File: src/rtl/sipo_stream.sv
// Serial-in/parallel-out deserialiser with a ready/valid output register.
// Completed words that arrive while the output is still pending are dropped and flagged.
module sipo_stream #(
  parameter int WIDTH     = 8,
  parameter bit LSB_FIRST = 1'b0,
  parameter bit GAP_ABORT = 1'b1
) (
  input  logic                     clk,
  input  logic                     rst_n,
  input  logic                     clear,
  input  logic                     in_valid,
  input  logic                     s_in,
  input  logic                     out_ready,
  output logic                     out_valid,
  output logic [WIDTH-1:0]         p_out,
  output logic [$clog2(WIDTH)-1:0] bit_cnt,
  output logic                     overflow
);

  localparam int             CW       = $clog2(WIDTH);
  localparam logic [CW-1:0]  LAST_BIT = CW'(WIDTH - 1);

  typedef enum logic {IDLE, SHIFT} state_t;

  state_t           state;
  logic [WIDTH-1:0] sr;
  logic [WIDTH-1:0] sr_next;
  logic             word_done;

  if (LSB_FIRST) begin : g_lsb_first
    assign sr_next = {s_in, sr[WIDTH-1:1]};
  end else begin : g_msb_first
    assign sr_next = {sr[WIDTH-2:0], s_in};
  end

  // The final bit of a word is only ever taken in SHIFT because WIDTH >= 2.
  assign word_done = (state == SHIFT) && in_valid && (bit_cnt == LAST_BIT);

  // NOTE: every register here is assigned with <= so all updates see the
  // pre-edge values; blocking assignments would make the handshake order-dependent.
  always_ff @(posedge clk or negedge rst_n) begin
    if (!rst_n) begin
      state     <= IDLE;
      sr        <= '0;
      bit_cnt   <= '0;
      out_valid <= 1'b0;
      overflow  <= 1'b0;
      p_out     <= '0;
    end else if (clear) begin
      state     <= IDLE;
      sr        <= '0;
      bit_cnt   <= '0;
      out_valid <= 1'b0;
      overflow  <= 1'b0;
    end else begin
      if (out_valid && out_ready) begin
        out_valid <= 1'b0;
      end

      unique case (state)
        IDLE: begin
          if (in_valid) begin
            sr      <= sr_next;
            bit_cnt <= CW'(1);
            state   <= SHIFT;
          end
        end
        SHIFT: begin
          if (in_valid) begin
            sr <= sr_next;
            if (word_done) begin
              bit_cnt <= '0;
              state   <= IDLE;
            end else begin
              bit_cnt <= bit_cnt + CW'(1);
            end
          end else if (GAP_ABORT) begin
            sr      <= '0;
            bit_cnt <= '0;
            state   <= IDLE;
          end
        end
        default: state <= IDLE;
      endcase

      // A word finishing while the previous one is stuck is lost, not queued.
      if (word_done) begin
        if (!out_valid || out_ready) begin
          p_out     <= sr_next;
          out_valid <= 1'b1;
        end else begin
          overflow  <= 1'b1;
        end
      end
    end
  end

endmodule
File: config.mk
export PLATFORM = sky130hd
export DESIGN_NAME = sipo_stream
export DESIGN_NICKNAME = d
export VERILOG_FILES = /design/src/rtl/sipo_stream.sv
export SDC_FILE = /design/constraint.sdc
export NUM_CORES = 1
export LEC_CHECK = 0
export ABC_CLOCK_PERIOD_IN_PS = 3150
export BUFFER_PORTS_ARGS = -buffer_cell sky130_fd_sc_hd__buf_2
export CORE_MARGIN = 10
export CORE_UTILIZATION = 30
export DETAILED_ROUTE_END_ITERATION = 12
export PLACE_DENSITY = 0.52
export SETUP_SLACK_MARGIN = 0.2
export SLEW_MARGIN = 20
export SYNTH_ARGS = -nofsm -noshare
export SYNTH_HDL_FRONTEND = slang
export SYNTH_SLANG_ARGS = --single-unit
File: constraint.sdc
create_clock -name clk -period 3.15 [get_ports clk]
set_clock_uncertainty 0.05 [all_clocks]
set_input_delay 0.4725 -clock clk [delete_from_list [all_inputs] [get_ports clk]]
set_output_delay 0.4725 -clock clk [all_outputs]
set_load 0.02 [all_outputs]
Word-level counts from Yosys, hierarchy flattened. Cells that the tools add are included. W data, S select, Z words.

Multiplexer cells: 21. $add $sub $neg: 1. Reductions and logical operators: 8. Bitwise gates (word level): 2. Eq/ne operators: 3.

Operators with widths (number): $mux W7 (3); $pmux W7 S2 (1); $mux W3 (4); $mux W1 (11); $pmux W3 S2 (1); $add A3 B1 Y3 const B (1); $eq A3 B3 Y1 const B (1); $logic_and A1 B1 Y1 (3); $ne A3 B3 Y1 const B (1); $reduce_and A3 Y1 (1); $ne A2 B2 Y1 const B (1); $not A1 Y1 (2); $pmux W1 S2 (1); $reduce_and A2 Y1 (1); $reduce_bool A2 Y1 (1); $logic_not A1 Y1 (1); $logic_or A1 B1 Y1 (1).

Bits of input ports: 6. Logic and storage cells: 41. Register bits: 21. Output and inout port bits: 13.

Depth between registers and ports, before layout.
Word-level depth: 6. Depth in mapped cells: 5. Mapped depth without buffers: 5.

Least setup slack after synthesis. No wires, ideal clock.

Path kind: register to register. Start: register bit_cnt[0]. End: register p_out[0]. Data arrival time: 1.663 ns. Data required time: 2.975 ns. Period minus slack after synthesis: 1.838 ns. Stages on the path, launching flop included: 6. Slack: 1.312 ns. Buffers on the path: 0. Library setup time: 0.125 ns. Cells stage by stage: dfrtp_1 ha_1 ha_1 nand3_2 nor3_4 mux2_2.

Cells in the longest elaborated chain, start to end: 3.

RTL lines: from (decl) (RTL line 16) `output logic [$clog2(WIDTH)-1:0] bit_cnt,`; from (signal assigned) (RTL line 75) `bit_cnt <= bit_cnt + CW'(1);`; $eq A3 B3 Y1 (RTL line 37) `assign word_done = (state == SHIFT) && in_valid && (bit_cnt == LAST_BIT);`; $logic_and A1 B1 Y1 (RTL line 37); $reduce_and A3 Y1 (no source line); to (signal assigned) (RTL line 89) `p_out <= sr_next;`; to (decl) (RTL line 15) `output logic [WIDTH-1:0] p_out,`.

Every way passes these cells. A chain may end at the register's enable or synchronous reset.

Worst setup path in the final report.
Start: register bit_cnt[0]. End: register p_out[2].

The elaborated chain is that of the path after synthesis.

==> flow_summary.toml <==
[timing]
max_freq_mhz = 532.8
period_share_pct = 59.59
setup_viol = 0
fin_crit_ps = 1877
finalMaxSlewViolations = 0
hold_violations = 0
relSlewSlack_pct = 59.58
finalSetupTns_ps = 0
grt_setup_unrepaired = "no"
tightest_slew_ps = 604.1
hold_slack_ps = 58.73

[yosys]
ys.flop_type = "dfrtp_1"
synthCells = 67
synth_cell_types = 20
synth-seq-cells = 21
ys_seq_area_share_pct = 61.67
postSynthNetCount = 75
postSynth.asyncResetShare_pct = 100.0
syn_area_sq_um = 852.1
synthTopCellsByCount = "dfrtp_1, nor2_1, mux2_2, a22oi_1"
synth-edff-count = 0
yosysTopAreaCell = "dfrtp_1"
synth_top_area_share_pct = 61.67
yosys-top-cells-area = "dfrtp_1, mux2_2, a22oi_1, nor2_1, ha_1"
synth_most_common_cell = "dfrtp_1"
syn_avg_cell_area_sq_um = 12.72
ys.warnings.count = 0

[placement]
gp_congestion = 0.6789
hpwl_microns = 1203
portBuffers = 18
placed_area_sq_um = 965.9

[route]
drtIter0Drc = 16
num_vias = 571
drc_errors = 0
viasPerCell = 4.880
ant_nets = 0
dr.pass1.iters = 4
wire_per_inst_microns = 14.15
drt_wl_total_microns = 1656

[clocking]
root_buffer = "clkbuf_4"
cts_tree = "built"
h-tree-depth = 1
cts-hold-fix-buffers = 0
clkTransAtPathRegs_ps = 120
clockBufferDepth = 2
numClockSinks = 21
cts_buffers = 3
clk_latency_ps = 290
cts_resized = 0
postCtsSetupRepairBufs = 0

[floorplanning]
die_w_microns = 73.30
core_sq_um = 2734
io_pins = 19
initial_core_util_pct = 31.17
fp.dieH_microns = 73.30
rows = 19
die-area_sq_um = 5372

[hold_path]
worstHoldPathType = "primary input to asynchronous set/reset pin"

[cells_and_area]
final_nets = 95
drive_gt1_share_pct = 37.21
final_area_sq_um = 993.5
area_growth_pct = 16.59
n_antenna_cell = 0
nFillCells = 276

[power]
pwr-share-comb_pct = 5.6
p_leak_nw = 0.5105
switching_share_pct = 23.55
clkPwrFrac_pct = 29.7
max-vdd-ir-drop_mv = 0.2597
netSwitchingPower_uw = 100.5
p_int_uw = 326.1
seq_power_share_pct = 64.7
pwr_density_cell_nw_per_um2 = 429.3

[critical_path]
crit_family = "simple AND/OR/NAND/NOR gates"
max_stage_delay_ps = 400
critical_path.cell_chain = "ha_1, ha_1, nand3_2, nor3_4, mux2_2"
arrival_ps = 2020
reg2reg_depth = 5
cp_data_required_time_ps = 3290
crit_buf_inv = 0
worstPathMaxFanout = 8
start_kind = "flop"
cp.depth = 5
cp_common_cell = "ha_1"
slowest_stage = "dfrtp_1"
endpoint_kind = "flop"
worstSetupPathType = "flop to flop"

[global_route]
grt_overflow = 0
antenna_found_initial = 0
grt_usage_pct = 6.958
grt_pass1_vias = 623
grt_max_degree = 22
grt_pass1_wl_microns = 3022

[status]
status = "completed"

[job]
drv_cap = 0
-- power groups by stage --
stage / clock (mW) / combinational (mW) / sequential, mW
6_report: 0.127 / 0.0238 / 0.276
5_1_grt: 0.147 / 0.0272 / 0.277
4_1_cts: 0.134 / 0.0251 / 0.276
3_5_place_dp: 0 / 0.0250 / 0.281
3_3_place_gp: 0 / 0.0245 / 0.281
2_1_floorplan: 0 / 0.0114 / 0.281
-- final cells by class --
class,count,area (sq um),share of cell area [%]
multi-input cells,42,307.8,30.98
inverters,1,3.754,0.3778
well taps,31,38.79,3.904
flip-flops and latches,21,525.5,52.90
repair buffers,18,90.09,9.068
clock inverters,1,5.005,0.5038
clock buffers,3,22.52,2.267
-- through the flow --
step	worst slack, ps	total power [mW]	std cells	util [%]
2_1_floorplan	1312	0.2925	67	-
3_3_place_gp	1319	0.3057	113	35.33
3_5_place_dp	1251	0.3064	113	35.33
4_1_cts	1237	0.4351	117	36.34
5_1_grt	1138	0.4508	117	36.34
6_report	1273	0.4265	117	36.34
-- placed cells by master (no fill, tap or decap), drive strengths merged --
cell type  count
nand2          2
a21oi          2
mux2           8
dfrtp         21
nand3          2
inv            1
o21a           1
nor3           2
clkbuf         3
clkinv         1
a22oi          7
a211oi         1
nor2b          1
buf           18
nand4b         1
ha             2
a41oi          1
nor2          11
a31oi          1
-- sequential cells by signal, summed over array words and instances (netlist names) --
register   flops
overflow       1
out_valid      1
bit_cnt        3
state          1
sr             7
p_out          8
-- layer usage --
layer | global-route usage [%] | wire [microns]
met1 | 8.861 | 826
met4 | 3.106 | 20
met5 | 0 | 0
met2 | 10.12 | 722
met3 | 2.692 | 87
-- path summary, 6_finish.rpt --
path,start,end,slack (ps)
max in group asynchronous,rst_n,p_out[4],2680
worst min register to register,p_out[7],p_out[7],470
worst max register to register,bit_cnt[0],p_out[2],1270
worst max-delay path,bit_cnt[0],p_out[2],1270
worst min-delay path,rst_n,p_out[7],60
min in group clk,s_in,p_out[0],370
-- kinds of logic (layout without fill, tap and decap cells) --
logic type | count (synthesis) | count (layout) | synth area share [%]
AO/OA/AOI/OAI | 13 | 13 | 10.87
adder cells (fa/ha/maj) | 2 | 2 | 2.936
buffers and inverters | 4 | 23 | 2.203
flip-flops | 21 | 21 | 61.67
multiplexers | 8 | 8 | 10.57
AND/OR/NAND/NOR | 19 | 19 | 11.75
Note: power is estimated with default switching activity, not from simulation.
